===== src/rtl/mem_access_ctrl.sv =====
// mem_access_ctrl -- MEM-stage sequencer for a fixed-latency word-wide SRAM.
//
// Takes the request held in the EX/MEM register and runs it against the SRAM.
// While an access is in flight, freeze holds every upstream pipeline register.
// Read data goes to the MEM/WB register with a one-cycle rd_valid strobe.
//
// Optional feature: define MEM_ADDR_CHECK_EN to reject requests that fall
// outside the SRAM window or are not word aligned. A rejected request skips
// the SRAM entirely and pulses addr_err. Without the macro, addr_err is
// always 0 and addresses wrap through truncation.
//
// Parameters:
//   WAIT_CYCLES  SRAM access time in cycles (1..15)
//   BASE_ADDR    byte address that maps to SRAM word 0
//   ADDR_W       SRAM word-address width
// Ports:
//   clk, rst     rising-edge clock, synchronous active-low reset
//   mem_r_en     read request from EX/MEM
//   mem_w_en     write request from EX/MEM (wins over mem_r_en)
//   alu_result   byte address of the request
//   st_val       store data
//   freeze       combinational hold for the upstream pipeline registers
//   rd_data      registered read data; rd_valid is its one-cycle strobe
//   addr_err     one-cycle strobe for a rejected address
//   sram_addr    registered SRAM word address
//   sram_wdata   registered SRAM write data
//   sram_we_n    registered active-low SRAM write strobe
//   sram_oe_n    registered active-low SRAM output enable
//   sram_rdata   SRAM read data
module mem_access_ctrl #(
  parameter int          WAIT_CYCLES = 4,
  parameter logic [31:0] BASE_ADDR   = 32'd1024,
  parameter int          ADDR_W      = 16
) (
  input  logic              clk,
  input  logic              rst,
  input  logic              mem_r_en,
  input  logic              mem_w_en,
  input  logic [31:0]       alu_result,
  input  logic [31:0]       st_val,
  output logic              freeze,
  output logic [31:0]       rd_data,
  output logic              rd_valid,
  output logic              addr_err,
  output logic [ADDR_W-1:0] sram_addr,
  output logic [31:0]       sram_wdata,
  output logic              sram_we_n,
  output logic              sram_oe_n,
  input  logic [31:0]       sram_rdata
);

  typedef enum logic [1:0] {IDLE, ACCESS, DONE} state_t;

  state_t            state;
  state_t            state_next;
  logic [3:0]        count;
  logic              op_write;
  logic              bad;
  logic              req;
  logic              req_bad;
  logic [ADDR_W+1:0] offset;
  logic              unused_bits;

  assign req = mem_r_en | mem_w_en;

  // Only the low ADDR_W+2 bits of the difference survive the truncation,
  // so the subtraction is done at that width directly.
  assign offset = alu_result[ADDR_W+1:0] - BASE_ADDR[ADDR_W+1:0];

  // Byte-offset bits and (without the range check) the high address bits
  // are intentionally ignored.
  assign unused_bits = ^{offset[1:0], alu_result};

`ifdef MEM_ADDR_CHECK_EN
  // Computed with two extra bits so the window end cannot overflow.
  localparam logic [33:0] LIMIT = {2'b00, BASE_ADDR} + (34'd4 << ADDR_W);

  assign req_bad = (alu_result < BASE_ADDR)
                 | ({2'b00, alu_result} >= LIMIT)
                 | (alu_result[1:0] != 2'b00);
`else
  assign req_bad = 1'b0;
`endif

  // State register.
  always_ff @(posedge clk) begin
    if (!rst) state <= IDLE;
    else      state <= state_next;
  end

  // Next-state logic.
  always_comb begin
    state_next = state;
    case (state)
      IDLE:    if (req) state_next = req_bad ? DONE : ACCESS;
      ACCESS:  if (count == 4'd0) state_next = DONE;
      DONE:    state_next = IDLE;
      default: state_next = IDLE;
    endcase
  end

  // Datapath and SRAM interface registers.
  always_ff @(posedge clk) begin
    if (!rst) begin
      count      <= 4'd0;
      op_write   <= 1'b0;
      bad        <= 1'b0;
      rd_data    <= 32'd0;
      sram_addr  <= '0;
      sram_wdata <= 32'd0;
      sram_we_n  <= 1'b1;
      sram_oe_n  <= 1'b1;
    end else begin
      case (state)
        IDLE: begin
          if (req) begin
            op_write   <= mem_w_en;
            bad        <= req_bad;
            sram_addr  <= offset[ADDR_W+1:2];
            sram_wdata <= st_val;
            count      <= 4'(WAIT_CYCLES - 1);
            if (!req_bad) begin
              sram_we_n <= ~mem_w_en;
              sram_oe_n <= mem_w_en;
            end else if (!mem_w_en) begin
              // A rejected read still completes, returning zero.
              rd_data <= 32'd0;
            end
          end
        end
        ACCESS: begin
          if (count != 4'd0) begin
            count <= count - 4'd1;
          end else begin
            // Final access edge: release strobes and sample the SRAM.
            sram_we_n <= 1'b1;
            sram_oe_n <= 1'b1;
            if (!op_write) rd_data <= sram_rdata;
          end
        end
        default: ;
      endcase
    end
  end

  // Output logic.
  always_comb begin
    freeze   = rst & (((state == IDLE) & req) | (state == ACCESS));
    rd_valid = (state == DONE) & ~op_write;
    addr_err = (state == DONE) & bad;
  end

endmodule


===== config.mk =====
export PLATFORM = sky130hd
export DESIGN_NAME = mem_access_ctrl
export DESIGN_NICKNAME = d
export VERILOG_FILES = /design/src/rtl/mem_access_ctrl.sv
export SDC_FILE = /design/constraint.sdc
export NUM_CORES = 1
export LEC_CHECK = 0
export ABC_AREA = 1
export CAP_MARGIN = 5
export CORE_UTILIZATION = 42
export CTS_CLUSTER_DIAMETER = 80
export DETAILED_ROUTE_END_ITERATION = 10
export GPL_ROUTABILITY_DRIVEN = 1
export GPL_TIMING_DRIVEN = 1
export PLACE_DENSITY_LB_ADDON = 0.2
export SLEW_MARGIN = 0
export SYNTH_ARGS = -nofsm -noshare
export SYNTH_HDL_FRONTEND = slang
export SYNTH_SLANG_ARGS = --single-unit

===== constraint.sdc =====
create_clock -name clk -period 3.1 [get_ports clk]
set_input_delay 0.62 -clock clk [delete_from_list [all_inputs] [get_ports clk]]
set_output_delay 0.62 -clock clk [all_outputs]
set_load 0.1 [all_outputs]

Word level (Yosys, flattened, before mapping)
Index checks and enable logic that the tools add are counted.

Register bits: 89. Bits in latches: 0. Memory bits (writable): 0. ROM bits: 0. Bits of input ports: 100. Output and inout port bits: 85. Logic and storage cells: 44. Memories kept: 0.

Add/sub/neg operators: 2. Multipliers: 0. Divide/modulo/power cells: 0. $lt $le $gt $ge: 0. Equal/unequal tests: 6. Shift operators: 0. Multiplexer cells: 11. Bitwise operators: 8. Reduce and logical (&&, ||, !) cells: 9.

Operators by type and width (count): $sub 18x11->18 const B (1); $reduce_and 3->1 (3); $mux 4 (2); $ne 2x2->1 const B (4); $pmux 4 s2 (1); $logic_not 4->1 (1); $mux 2 (2); $pmux 1 s2 (2); $pmux 2 s2 (1); $reduce_and 2->1 (2); $reduce_bool 4->1 (1); $sub 4x1->4 const B (1); $and 1x1->1 (3); $mux 1 (3); $not 1->1 (3); $eq 2x1->1 const B (1); $eq 2x2->1 const B (1); $logic_not 2->1 (1); $or 1x1->1 (2); $reduce_bool 2->1 (1).

Logic depth before layout (Yosys ltp)
Depth after elaboration: 4. Mapped depth: 8. Depth with buffers taken out: 8.

Least setup slack after synthesis
OpenSTA, ideal clock, no wires.

Path type: input port to output port. Start point: in rst. End point: out freeze. Data arrival time: 2511 ps. Required time: 2480 ps. Slack: -31 ps. Stages on the path: 4. Path through: inv_1 -> buf_2 -> buf_2 -> a21oi_1.

Cells in the longest elaborated chain, start to end: 1.

RTL lines: start: declaration (RTL line 36) `input logic rst,`; $and 1x1->1 (RTL line 148) `freeze = rst & (((state == IDLE) & req) | (state == ACCESS));`; end: declaration (RTL line 41) `output logic freeze,`.

Every way passes these cells.

Worst setup path in the final report
Start point: in mem_w_en. End point: out freeze.

Cells in the longest elaborated chain, start to end: 4.

RTL lines: start: declaration (RTL line 38) `input logic mem_w_en,`; $or 1x1->1 (RTL line 64) `assign req = mem_r_en | mem_w_en;`; $and 1x1->1 (RTL line 148); $or 1x1->1 (RTL line 148); $and 1x1->1 (RTL line 148).

Every way passes these cells.

==> results.md <==
* Status: complete, no violations
* Synth Net Count at 528
* Num CTS Buffers at 9
* Via/cell ratio at 4.65
* First-pass GRT wire length at 13300 um
* Slowest CP cell: clkdlybuf4s50_1
* HPWL after DPL at 5760 um
* Top routing layer in use: met4
* Max Buffers Root-to-Sink at 2
* Vias in the first global route at 2988
* Slowest stage delay, CP at 0.48 ns
* Final clock skew at 0.0129 ns
* Setup-failing EPs final at 0
* Iteration-0 DRC count of the detailed router at 113
* Crit path arrival time at 1.82 ns
* Post-Syn Area per Cell at 7.94 um2
* Setup bufs post-CTS at 0
* GRT Resource Usage Total at 19.8%
* Die Footprint at 0.00841 mm2
* Ys Warns at 0
* Slew Limit Fails at 0
* Leakage power at 2.30 nW
* Initial antenna violation count at 0
* Pin count of the biggest net entering global routing at 51
* Num ports at 185
* PostCTS Resize Cnt at 0
* Row cnt at 32
* Clock power frac at 22.6%
* VDD IR max at 380 uV
* Post-Syn Area at 0.00338 mm2
* PortBufs at 167
* Top cells by area, synth: dfxtp_1 53%, nand2_1 20%, nand3_1 6.2%
* Met3 WL post-DR at 820 um
* Fillers at 672
* Area of the multi-input gates at 0.00135 mm2
* Combinational share of power at 39.9%
* Final-stage net count at 687
* Sequential area share after synthesis at 52.7%
* DR WL/cell at 11.7 um
* Initial core utilization at 43.5%
* TNS Setup at 0 ns
* Critical path capture point type: output port
* Die X at 91.7 um
* Crit-path leading delay family: buffers and inverters
* Mapped Cells at 426
* Placed Area at 0.00483 mm2
* Crit Path Max Fanout at 7
* CTS root buffer: clkbuf_8
* Placer Congestion at 0.755
* F_max at 0.410 GHz
* Design area at 0.00503 mm2
* CTS H-tree depth at 3
* Die height at 91.7 um
* Max-Cap Viols at 0
* Remaining Overflow, GRT at 0
* Relative slew slack at 61.6%
* Reg area at 0.00178 mm2
* Fin cells at 692
* CTS clk-pin slew, worst paths at 0.08 ns
* Sw frac at 43.9%
* HP Class: reg2reg
* Startpoint Class: input port
* Crit path time final at 2.44 ns
* CTS Hold Bufs at 0
* Final core occ at 64.8%
* Crit path cell chain: clkdlybuf4s50_1, o21ai_4, a21oi_2, buf_12
* CTS tree: built
* CP Class: in2out
* CTS Sinks at 89
* CP bufs+invs at 2
* Largest area contributor in the netlist: dfxtp_1
* Power Total at 3.55 mW
* DRC Markers at 0
* Sequential power share at 37.5%
* Synth top area share at 52.7%
* Period Utilization, post-route at 78.6%
* Area grow syn2layout at 48.8%
* Share of cells above drive strength 1 at 19.8%
* Post-route ant nets at 0
* Met1 wire length at 3480 um
* RSZ-0062 raised after global routing: false
* First-pass iteration count of the detailed router at 4
* Psw at 1.56 mW
* DR vias at 3215
* Diodes inserted at 0
* Core area at 0.00777 mm2
* Least-Margin Pin Slew at 0.574 ns
* Internal power at 1.99 mW
* Distinct cell type count after synthesis at 28
* Seq cells post-synth at 89
* Final hold vios at 0
* WL met2 at 3680 um
* CP Data Required Time at 2.48 ns
* PwrDens at 706 mW/mm2
* Routed WL at 8120 um
* Cells after DPL at 676
* Clk_lat worst skew at 0.35 ns
[cell usage after synthesis]
cell / count
nand2_1: 181
dfxtp_1: 89
nand3_1: 42
a21oi_1: 37
inv_1: 14
nor2_1: 9
o21ai_0: 9
buf_2: 8
buf_4: 4
clkbuf_8: 4
nand2_2: 4
buf_6: 3
clkbuf_1: 3
ha_1: 2
nand2_4: 2
nor2_8: 2
nor3_1: 2
buf_12: 1
clkinv_1: 1
clkinv_4: 1
conb_1: 1
nand4_1: 1
nor2_2: 1
nor2_4: 1
o21ai_4: 1
o22ai_1: 1
xnor2_1: 1
xor2_1: 1
[metrics by stage]
step	worst slack (ns)	hold WS, ns
after global routing	0.619	0.471
after CTS	0.660	0.453
after detailed placement	0.624	0.435
after global placement	0.631	0.430
after floorplan	0.0241	0.458
final	0.664	0.449
[kinds of logic (layout without fill, tap and decap cells)]
family,Yosys count,after routing,share of synthesized area [%]
AND/OR/NAND/NOR,245,245,30.9
flip-flops,89,89,52.7
adder cells (fa/ha/maj),2,2,0.740
buffers and inverters,39,203,7.55
other,1,1,0.111
XOR/XNOR,2,2,0.518
AO/OA/AOI/OAI,48,48,7.48
[placed cells by master (no fill, tap or decap)]
| cell type | count |
|---|---|
| nand2_1 | 181 |
| dfxtp_1 | 89 |
| buf_4 | 87 |
| clkdlybuf4s50_1 | 83 |
| nand3_1 | 42 |
| a21oi_1 | 36 |
| inv_1 | 14 |
| clkbuf_8 | 10 |
| nor2_1 | 9 |
| o21ai_0 | 9 |
| nand2_2 | 4 |
| clkinvlp_4 | 3 |
| nor3_1 | 2 |
| nand2_4 | 2 |
| nor2_8 | 2 |
| ha_1 | 2 |
| nor2_4 | 1 |
| o21ai_4 | 1 |
| a21oi_2 | 1 |
| clkinv_4 | 1 |
| nor2_2 | 1 |
| clkinv_1 | 1 |
| o22ai_1 | 1 |
| nand4_1 | 1 |
| xor2_1 | 1 |
| xnor2_1 | 1 |
| conb_1 | 1 |
| clkinv_2 | 1 |
| inv_6 | 1 |
| bufinv_16 | 1 |
| buf_12 | 1 |
[power by group through the flow]
| stage | Combinational [mW] | Clock, mW | Sequential [mW] |
|---|---|---|---|
| after global placement | 1.41 | 0 | 1.35 |
| after detailed placement | 1.42 | 0 | 1.36 |
| final | 1.42 | 0.803 | 1.33 |
| after CTS | 1.43 | 0.830 | 1.33 |
| after global routing | 1.49 | 0.881 | 1.35 |
| after floorplan | 0.344 | 0 | 2.11 |
[cell type report]
| type | count | area share (%) |
|---|---|---|
| sequential | 89 | 35.4 |
| timing repair buffer | 171 | 29.9 |
| multi-input combinational | 298 | 26.8 |
| inverter | 16 | 1.29 |
| clock inverter | 6 | 1.32 |
| clock buffer | 10 | 2.74 |
| tap | 102 | 2.54 |
[worst min-delay path: cells and delay by family (launching register included)]
| family | cells | cell delay [ns] |
|---|---|---|
| flip-flops | 1 | 0.32 |
| AND/OR/NAND/NOR | 2 | 0.10 |
[path summary, 6_finish.rpt]
check	start	to	slack, ns	cells past startpoint
max	mem_w_en	freeze	0.66	4
min	sram_wdata[7]	sram_wdata[7]	0.45	2
max reg2reg	count[0]	rd_data[0]	1.14	7
min reg2reg	sram_wdata[7]	sram_wdata[7]	0.45	2
[routing by layer]
metal | up-vias | track usage [%]
li1 | 1663 | -
met1 | 1420 | 23.7
met2 | 122 | 32.0
met3 | 10 | 7.13
met4 | 0 | 8.46
met5 | - | 0
[state kept, by name, summed over array words and instances, names as in the netlist]
register	flops
sram_addr	16
op_write	1
sram_oe_n	1
sram_wdata	32
rd_data	32
sram_we_n	1
count	4
state	2
No activity file was read; power rests on OpenSTA's default activity.
